==> src/rtl/fix_point_mac.sv <==
// Streaming fixed-point multiply-accumulate: multiplies operand pairs and sums the
// products with symmetric saturation, presenting the dot product once per vector.

module mult_fix_point #(
  parameter int Q = 12,
  parameter int N = 32
) (
  input  logic [N-1:0] a,
  input  logic [N-1:0] b,
  output logic [N-1:0] p
);

  localparam logic signed [2*N-1:0] P_MAX = {{(N+1){1'b0}}, {(N-1){1'b1}}};
  localparam logic signed [2*N-1:0] P_MIN = -P_MAX;

  logic signed [2*N-1:0] full;
  logic signed [2*N-1:0] shifted;

  // Full-width product rescaled back to Q format, clamped to the symmetric range
  always_comb begin
    full    = $signed({{N{a[N-1]}}, a}) * $signed({{N{b[N-1]}}, b});
    shifted = full >>> Q;
    p       = shifted[N-1:0];
    if (shifted > P_MAX) begin
      p = {1'b0, {(N-1){1'b1}}};
    end else if (shifted < P_MIN) begin
      p = {1'b1, {(N-2){1'b0}}, 1'b1};
    end
  end

endmodule

module fix_point_mac #(
  parameter int Q     = 12,
  parameter int N     = 32,
  parameter int CNT_W = 16
) (
  input  logic             clk,
  input  logic             rst_n,
  input  logic [N-1:0]     in_a,
  input  logic [N-1:0]     in_b,
  input  logic             in_valid,
  input  logic             in_last,
  output logic             in_ready,
  output logic [N-1:0]     out_data,
  output logic             out_ovf,
  output logic [CNT_W-1:0] out_count,
  output logic             out_valid,
  input  logic             out_ready
);

  typedef enum logic [1:0] {ST_ACC, ST_FLUSH, ST_HOLD} state_t;

  localparam logic signed [N:0] SUM_MAX = {2'b00, {(N-1){1'b1}}};
  localparam logic signed [N:0] SUM_MIN = -SUM_MAX;
  localparam logic [N-1:0]      SAT_POS = {1'b0, {(N-1){1'b1}}};
  localparam logic [N-1:0]      SAT_NEG = {1'b1, {(N-2){1'b0}}, 1'b1};

  state_t            state_q, state_d;
  logic [N-1:0]      prod_q, prod_d;
  logic              prod_v_q, prod_v_d;
  logic              prod_last_q, prod_last_d;
  logic [N-1:0]      acc_q, acc_d;
  logic              ovf_q, ovf_d;
  logic [CNT_W-1:0]  cnt_q, cnt_d;
  logic [N-1:0]      out_data_q, out_data_d;
  logic              out_ovf_q, out_ovf_d;
  logic [CNT_W-1:0]  out_count_q, out_count_d;
  logic              out_valid_q, out_valid_d;

  logic [N-1:0]      mult_p;
  logic              accept;
  logic signed [N:0] sum;
  logic [N-1:0]      acc_sat;
  logic              step_ovf;

  mult_fix_point #(.Q(Q), .N(N)) u_mult (
    .a (in_a),
    .b (in_b),
    .p (mult_p)
  );

  assign in_ready  = (state_q == ST_ACC);
  assign accept    = in_valid && in_ready;
  assign out_data  = out_data_q;
  assign out_ovf   = out_ovf_q;
  assign out_count = out_count_q;
  assign out_valid = out_valid_q;

  always_comb begin
    state_d     = state_q;
    prod_d      = prod_q;
    prod_v_d    = accept;
    prod_last_d = prod_last_q;
    acc_d       = acc_q;
    ovf_d       = ovf_q;
    cnt_d       = cnt_q;
    out_data_d  = out_data_q;
    out_ovf_d   = out_ovf_q;
    out_count_d = out_count_q;
    out_valid_d = out_valid_q;

    sum      = $signed({acc_q[N-1], acc_q}) + $signed({prod_q[N-1], prod_q});
    acc_sat  = sum[N-1:0];
    step_ovf = 1'b0;
    if (sum > SUM_MAX) begin
      acc_sat  = SAT_POS;
      step_ovf = 1'b1;
    end else if (sum < SUM_MIN) begin
      acc_sat  = SAT_NEG;
      step_ovf = 1'b1;
    end

    if (accept) begin
      prod_d      = mult_p;
      prod_last_d = in_last;
      if (cnt_q != {CNT_W{1'b1}}) begin
        cnt_d = cnt_q + 1'b1;
      end
    end

    if (prod_v_q) begin
      acc_d = acc_sat;
      ovf_d = ovf_q | step_ovf;
    end

    case (state_q)
      ST_ACC: begin
        if (accept && in_last) begin
          state_d = ST_FLUSH;
        end
      end
      ST_FLUSH: begin
        // The flagged last product is in stage 1 now; capture it into the result
        if (prod_v_q && prod_last_q) begin
          out_data_d  = acc_sat;
          out_ovf_d   = ovf_q | step_ovf;
          out_count_d = cnt_q;
          out_valid_d = 1'b1;
          state_d     = ST_HOLD;
        end
      end
      ST_HOLD: begin
        if (out_valid_q && out_ready) begin
          out_valid_d = 1'b0;
          acc_d       = '0;
          ovf_d       = 1'b0;
          cnt_d       = '0;
          state_d     = ST_ACC;
        end
      end
      default: state_d = ST_ACC;
    endcase
  end

  always_ff @(posedge clk or negedge rst_n) begin
    if (!rst_n) begin
      state_q     <= ST_ACC;
      prod_q      <= '0;
      prod_v_q    <= 1'b0;
      prod_last_q <= 1'b0;
      acc_q       <= '0;
      ovf_q       <= 1'b0;
      cnt_q       <= '0;
      out_data_q  <= '0;
      out_ovf_q   <= 1'b0;
      out_count_q <= '0;
      out_valid_q <= 1'b0;
    end else begin
      state_q     <= state_d;
      prod_q      <= prod_d;
      prod_v_q    <= prod_v_d;
      prod_last_q <= prod_last_d;
      acc_q       <= acc_d;
      ovf_q       <= ovf_d;
      cnt_q       <= cnt_d;
      out_data_q  <= out_data_d;
      out_ovf_q   <= out_ovf_d;
      out_count_q <= out_count_d;
      out_valid_q <= out_valid_d;
    end
  end

endmodule

==> config.mk <==
export PLATFORM = sky130hd
export DESIGN_NAME = fix_point_mac
export DESIGN_NICKNAME = d
export VERILOG_FILES = /design/src/rtl/fix_point_mac.sv
export SDC_FILE = /design/constraint.sdc
export NUM_CORES = 2
export LEC_CHECK = 0
export CORE_MARGIN = 2
export CORE_UTILIZATION = 45
export DETAILED_ROUTE_END_ITERATION = 10
export GPL_TIMING_DRIVEN = 0
export PLACE_DENSITY = 0.65
export SLEW_MARGIN = 0
export SYNTH_ARGS = -nofsm -noshare
export SYNTH_HDL_FRONTEND = slang
export SYNTH_SLANG_ARGS = --single-unit
==> constraint.sdc <==
create_clock -name clk -period 5.71 [get_ports clk]
set_input_delay 1.4275 -clock clk [delete_from_list [all_inputs] [get_ports clk]]
set_output_delay 1.4275 -clock clk [all_outputs]
set_load 0.005 [all_outputs]
* After elaboration in Yosys (flattened, before gate mapping)
Cells that the tools add are included.
** Word-level totals
- Output and inout bits :: 51
- Bits in registers :: 135
- Logic and storage cells :: 57
** Cells by class
- Order comparisons :: 4
- Eq/ne operators :: 6
- Bitwise logic cells :: 1
- Mux-type cells :: 23
- $mul :: 1
- Add/sub/neg operators :: 2
- Reduce and logical (&&, ||, !) cells :: 9
** Operators by type and width (count)
- $mux 32 :: 7
- $mul 32x32->64 :: 1
- $mux 16 :: 4
- $gt 52x32->1 const B :: 1
- $lt 52x32->1 const B :: 1
- $add 32x32->33 :: 1
- $gt 33x32->1 const B :: 1
- $lt 33x32->1 const B :: 1
- $add 16x1->16 const B :: 1
- $ne 16x16->1 const B :: 1
- $mux 1 :: 7
- $mux 2 :: 3
- $pmux 2 s3 :: 1
- $reduce_and 3->1 :: 2
- $logic_and 1x1->1 :: 4
- $ne 2x2->1 const B :: 2
- $eq 2x1->1 const B :: 1
- $eq 2x2->1 const B :: 1
- $logic_not 2->1 :: 1
- $ne 2x1->1 const B :: 1
- $pmux 1 s2 :: 1
- $reduce_and 2->1 :: 1
- $reduce_bool 2->1 :: 1
- $or 1x1->1 :: 1

* Longest topological paths before layout
- Depth in word-level cells :: 8
- Gate-level depth with buffers :: 32

* Modules after synthesis
A second synthesis with hierarchy kept.
** Second synthesis, totals
- Cells, all modules :: 4999
- Area, all modules :: 45393.5 um^2
** Modules (own cells, without submodules)
- mult_fix_point :: cells each 4087, area an instance 37508.5 um^2, seq. area each 0.0 um^2, times used 1
- fix_point_mac :: cells each 912, area an instance 7885.1 um^2, seq. area each 3378.2 um^2, times used 1

* Worst setup path after synthesis
No wires, ideal clock.
- Path type :: input port to flip-flop
- Start :: in in_a[31]
- End :: reg prod_q[14]
- Required time :: 5.580 ns
- Path buffers :: 3
- Path slack :: -4.201 ns
- Stages on the path :: 31
- Arrival time :: 9.781 ns
- Cells stage by stage :: clkbuf_1 nand2_1 inv_1 fa_1 fa_1 inv_1 fa_1 inv_1 fa_1 inv_1 fa_1 inv_1 fa_1 inv_1 fa_1 inv_1 fa_1 ha_1 clkbuf_1 and3_1 and2_1 a221o_1 a221o_1 o41ai_1 a21oi_1 xor2_1 nor4_1 nand4_1 o31ai_2 buf_2 o22ai_1
** On the way
- Longest elaborated chain between the ends :: 4
- Elaborated cells on any way between the ends :: 5
- Classes of those cells :: mul: 1; order compare: 2; mux: 2
** Ends and longest elaborated chain
- start, declared :: line 40 : input logic [N-1:0] in_a,
- $mul 32x32->64 (*) :: line 21 : full = $signed({{N{a[N-1]}}, a}) * $signed({{N{b[N-1]}}, b});
- $lt 52x32->1 :: line 26 : end else if (shifted < P_MIN) begin
- $mux 32 :: line 26
- $mux 32 (*) :: line 24 : if (shifted > P_MAX) begin
- end signal, assigned :: line 171 : prod_q <= prod_d;
- end, declared :: line 60 : logic [N-1:0] prod_q, prod_d;
Mark *: on every way between the ends. The rest lies on a longest branch, timed or not.
A chain may end at the register's enable or synchronous reset.

* Worst setup path after layout
- Start :: in in_a[17]
- End :: reg prod_q[20]
The elaborated chain is that of the path after synthesis.

==> results.py <==
metrics = {
    "detailed_routing": {
        "routed_via_density": 5.58,
        "wl_per_cell_um": 25.1,
        "routed_wl_um": 159000,
        "ant_nets": 0,
        "drc": 0,
        "vias": 35289,
        "drt_pass1_iterations": 7,
        "drtIter0Drc": 2899,
    },
    "clocking": {
        "max-clock-path-buffers": 2,
        "cts_tree": "yes",
        "numCtsBuffers": 17,
        "clk_latency_ps": 430,
        "clk_pin_slew_worst_paths_ps": 60,
        "cts_root_buffer": "clkbuf_16",
        "cts_sinks": 135,
        "hold_buffers": 0,
        "cts_htree_levels": 4,
    },
    "yosys": {
        "synth-async-reset-ratio_pct": 100,
        "synthXorXnorAreaFrac_pct": 1.78,
        "synth_compound_gate_area_share_pct": 7.52,
        "yosys_warnings": 0,
        "synth-edff-count": 0,
        "netlist_area_mm2": 0.0443,
        "synth_cell_types": 79,
        "synth_mux_area_share_pct": 0.161,
        "synth-simple-area-share_pct": 17.4,
        "post_synth.cell_area_avg_um2": 9.20,
        "syn_inst": 4809,
        "synth_top_family_by_area": "adder cells",
        "ys_seq_area_share_pct": 7.63,
        "synth_top_flop_cell": "dfrtp_1",
        "synth_fa_ha_area_share_pct": 55.0,
        "syn_nets": 6173,
        "ys_ff_latch": 135,
    },
    "worst_setup_path": {
        "start_kind": "input pin",
        "cp_common_cell": "fa_1",
        "critPathMaxFanout": 10,
        "slowest_stage": "fa_1",
        "critPathCaptureType": "flop",
        "crit_arrival_ps": 9670,
        "max_stage_delay_ps": 630,
        "critical_path_class": "input pin to flop",
        "cp.required_ps": 6010,
    },
    "finish": {
        "fillerInstances": 9028,
        "nets": 6379,
        "layout-drive-gt1-share_pct": 12.7,
        "area_growth_pct": 15.5,
        "seq_area_mm2": 0.00338,
        "multiInputGateArea_mm2": 0.0373,
    },
    "timing": {
        "hold_viol_final": 0,
        "layout_setup_ws_ps": -3660,
        "hold_slack_ps": 476,
        "finalMaxSlewViolations": 0,
        "rsz0062_at_grt": "yes",
        "period_share_pct": 164,
        "fin_skew_ps": 9.93,
        "relSlewSlack_pct": 20.4,
        "tightest_slew_ps": 1180,
        "max_freq_ghz": 0.107,
        "setup_violations": 32,
        "period_needed_ps": 9370,
    },
    "placement": {
        "dp_slack_ps": -6500,
        "place_congestion": 1.04,
        "dp_hpwl_um": 133000,
        "port_buffers": 119,
    },
    "global_routing": {
        "grt_pass1_wl_um": 242000,
        "grt_max_degree": 98,
        "antenna_found_initial": 8,
        "gr-usage-all-layers_pct": 32.4,
        "grt_pass1_vias": 37533,
        "grt_overflow": 0,
    },
    "flow_run": {
        "drv_cap": 0,
    },
    "die": {
        "core_mm2": 0.0980,
        "dieHeight_um": 318,
        "start_util_pct": 45.2,
        "die-area_mm2": 0.101,
        "pin_count": 120,
        "rows": 115,
        "die_w_um": 318,
    },
    "run_status": {
        "violations": "negative setup slack",
        "outcome": "finished with violations",
    },
    "worst_hold_path": {
        "hp-class": "flop to flop",
    },
}
-- final timing paths --
| check | from | to | slack (ps) | cells past startpoint |
|---|---|---|---|---|
| max | in_a[17] | prod_q[20] | -3660 | 27 |
| min in group asynchronous | rst_n | out_count[10] | 900 | 1 |
| max in group asynchronous | rst_n | prod_q[31] | 3960 | 2 |
| min | out_count[0] | out_count[0] | 480 | 2 |
| min reg2reg | out_count[0] | out_count[0] | 480 | 2 |
| max reg2reg | acc_q[0] | acc_q[19] | 990 | 14 |
-- metrics by stage --
step	TNS (ps)	instances	area, um^2	utilization, %
after floorplan	-117560	4809	44400	-
after global placement	-515280	6215	47200	48.1
after detailed placement	-206410	6216	47200	48.2
after CTS	-116130	6297	50600	51.6
after global routing	-121760	6315	51100	52.1
final	-115890	6324	51100	52.2
-- cell families (layout without fill, tap and decap cells) --
| kind of cell | Yosys count | count (layout) |
|---|---|---|
| DFF | 135 | 135 |
| and+or+nand+nor | 1550 | 1550 |
| muxes | 7 | 7 |
| buffers and inverters | 1227 | 1444 |
| xor gates and xnor gates | 90 | 90 |
| other | 0 | 11 |
| AOI/OAI and AO/OA | 501 | 501 |
| adders and majority gates | 1299 | 1299 |
-- cells in the mapped netlist (13+ instances only) --
cell type	n	area, um^2
nor3_1	38	190
fa_1	1082	21700
ha_1	213	2670
dfrtp_1	135	3380
nor2_1	177	664
o21ai_0	117	586
nand2_1	622	2330
inv_1	949	3560
xnor2_1	53	464
o211ai_1	13	97.6
o21a_1	13	97.6
o221a_2	25	282
and3_1	13	81.3
nand2b_1	16	100
xor2_1	37	324
a21o_1	47	353
and2_1	531	3320
nand3_1	41	205
a21oi_1	100	500
clkbuf_1	259	972
a211oi_1	21	158
nand4_1	41	257
o21bai_1	18	135
o22ai_1	54	338
-- worst max-delay path, delay by kind of cell --
family / cells / cell delay, ps
AOI/OAI and AO/OA: 6 / 1170
adders and majority gates: 9 / 4700
buffers and inverters: 6 / 1110
and+or+nand+nor: 6 / 1210
-- timing repair --
action,4_1_cts,5_1_grt
gates cloned,5,0
pin swaps,58,51
setup buffers,73,23
gates resized for setup,936,136
endpoints found under the setup margin,32,32
-- state kept, by name (all words and copies together), names as in the netlist --
name         cells
prod_q          32
out_count       16
state_q          2
cnt_q           16
out_valid        1
acc_q           32
out_ovf          1
prod_v_q         1
prod_last_q      1
out_data        32
ovf_q            1
-- layout by cell type, fill, tap and decap left out, types with 79 or more instances in the layout --
cell type / Yosys / layout
fa_1: 1082 / 1055
inv_1: 949 / 932
nand2_1: 622 / 613
and2_1: 531 / 522
ha_1: 213 / 178
nor2_1: 177 / 175
dfrtp_1: 135 / 135
buf_4: 1 / 102
o21ai_0: 117 / 95
clkbuf_8: 0 / 88
a21oi_1: 100 / 79
-- final cells by class --
cell class	instances	area share [%]
Antenna cell	11	0.0538
Inverter	950	7.01
Clock inverter	12	0.301
Buffer	244	5.14
Timing Repair Buffer	220	3.83
Tap cell	1287	3.15
Clock buffer	18	0.859
Sequential cell	135	6.61
Multi-Input combinational cell	3447	73.0
-- per-layer routing --
| metal | GRT usage, % | up-vias | wire (um) |
|---|---|---|---|
| met5 | 0 | - | 30 |
| met4 | 18.1 | 4 | 11300 |
| met3 | 7.24 | 474 | 15400 |
| met2 | 51.0 | 1757 | 71400 |
| met1 | 41.5 | 18065 | 60700 |
| li1 | - | 14989 | - |
Power is not shown: default switching activity piles up to over one toggle a cycle in this logic, so the estimate is an artifact.
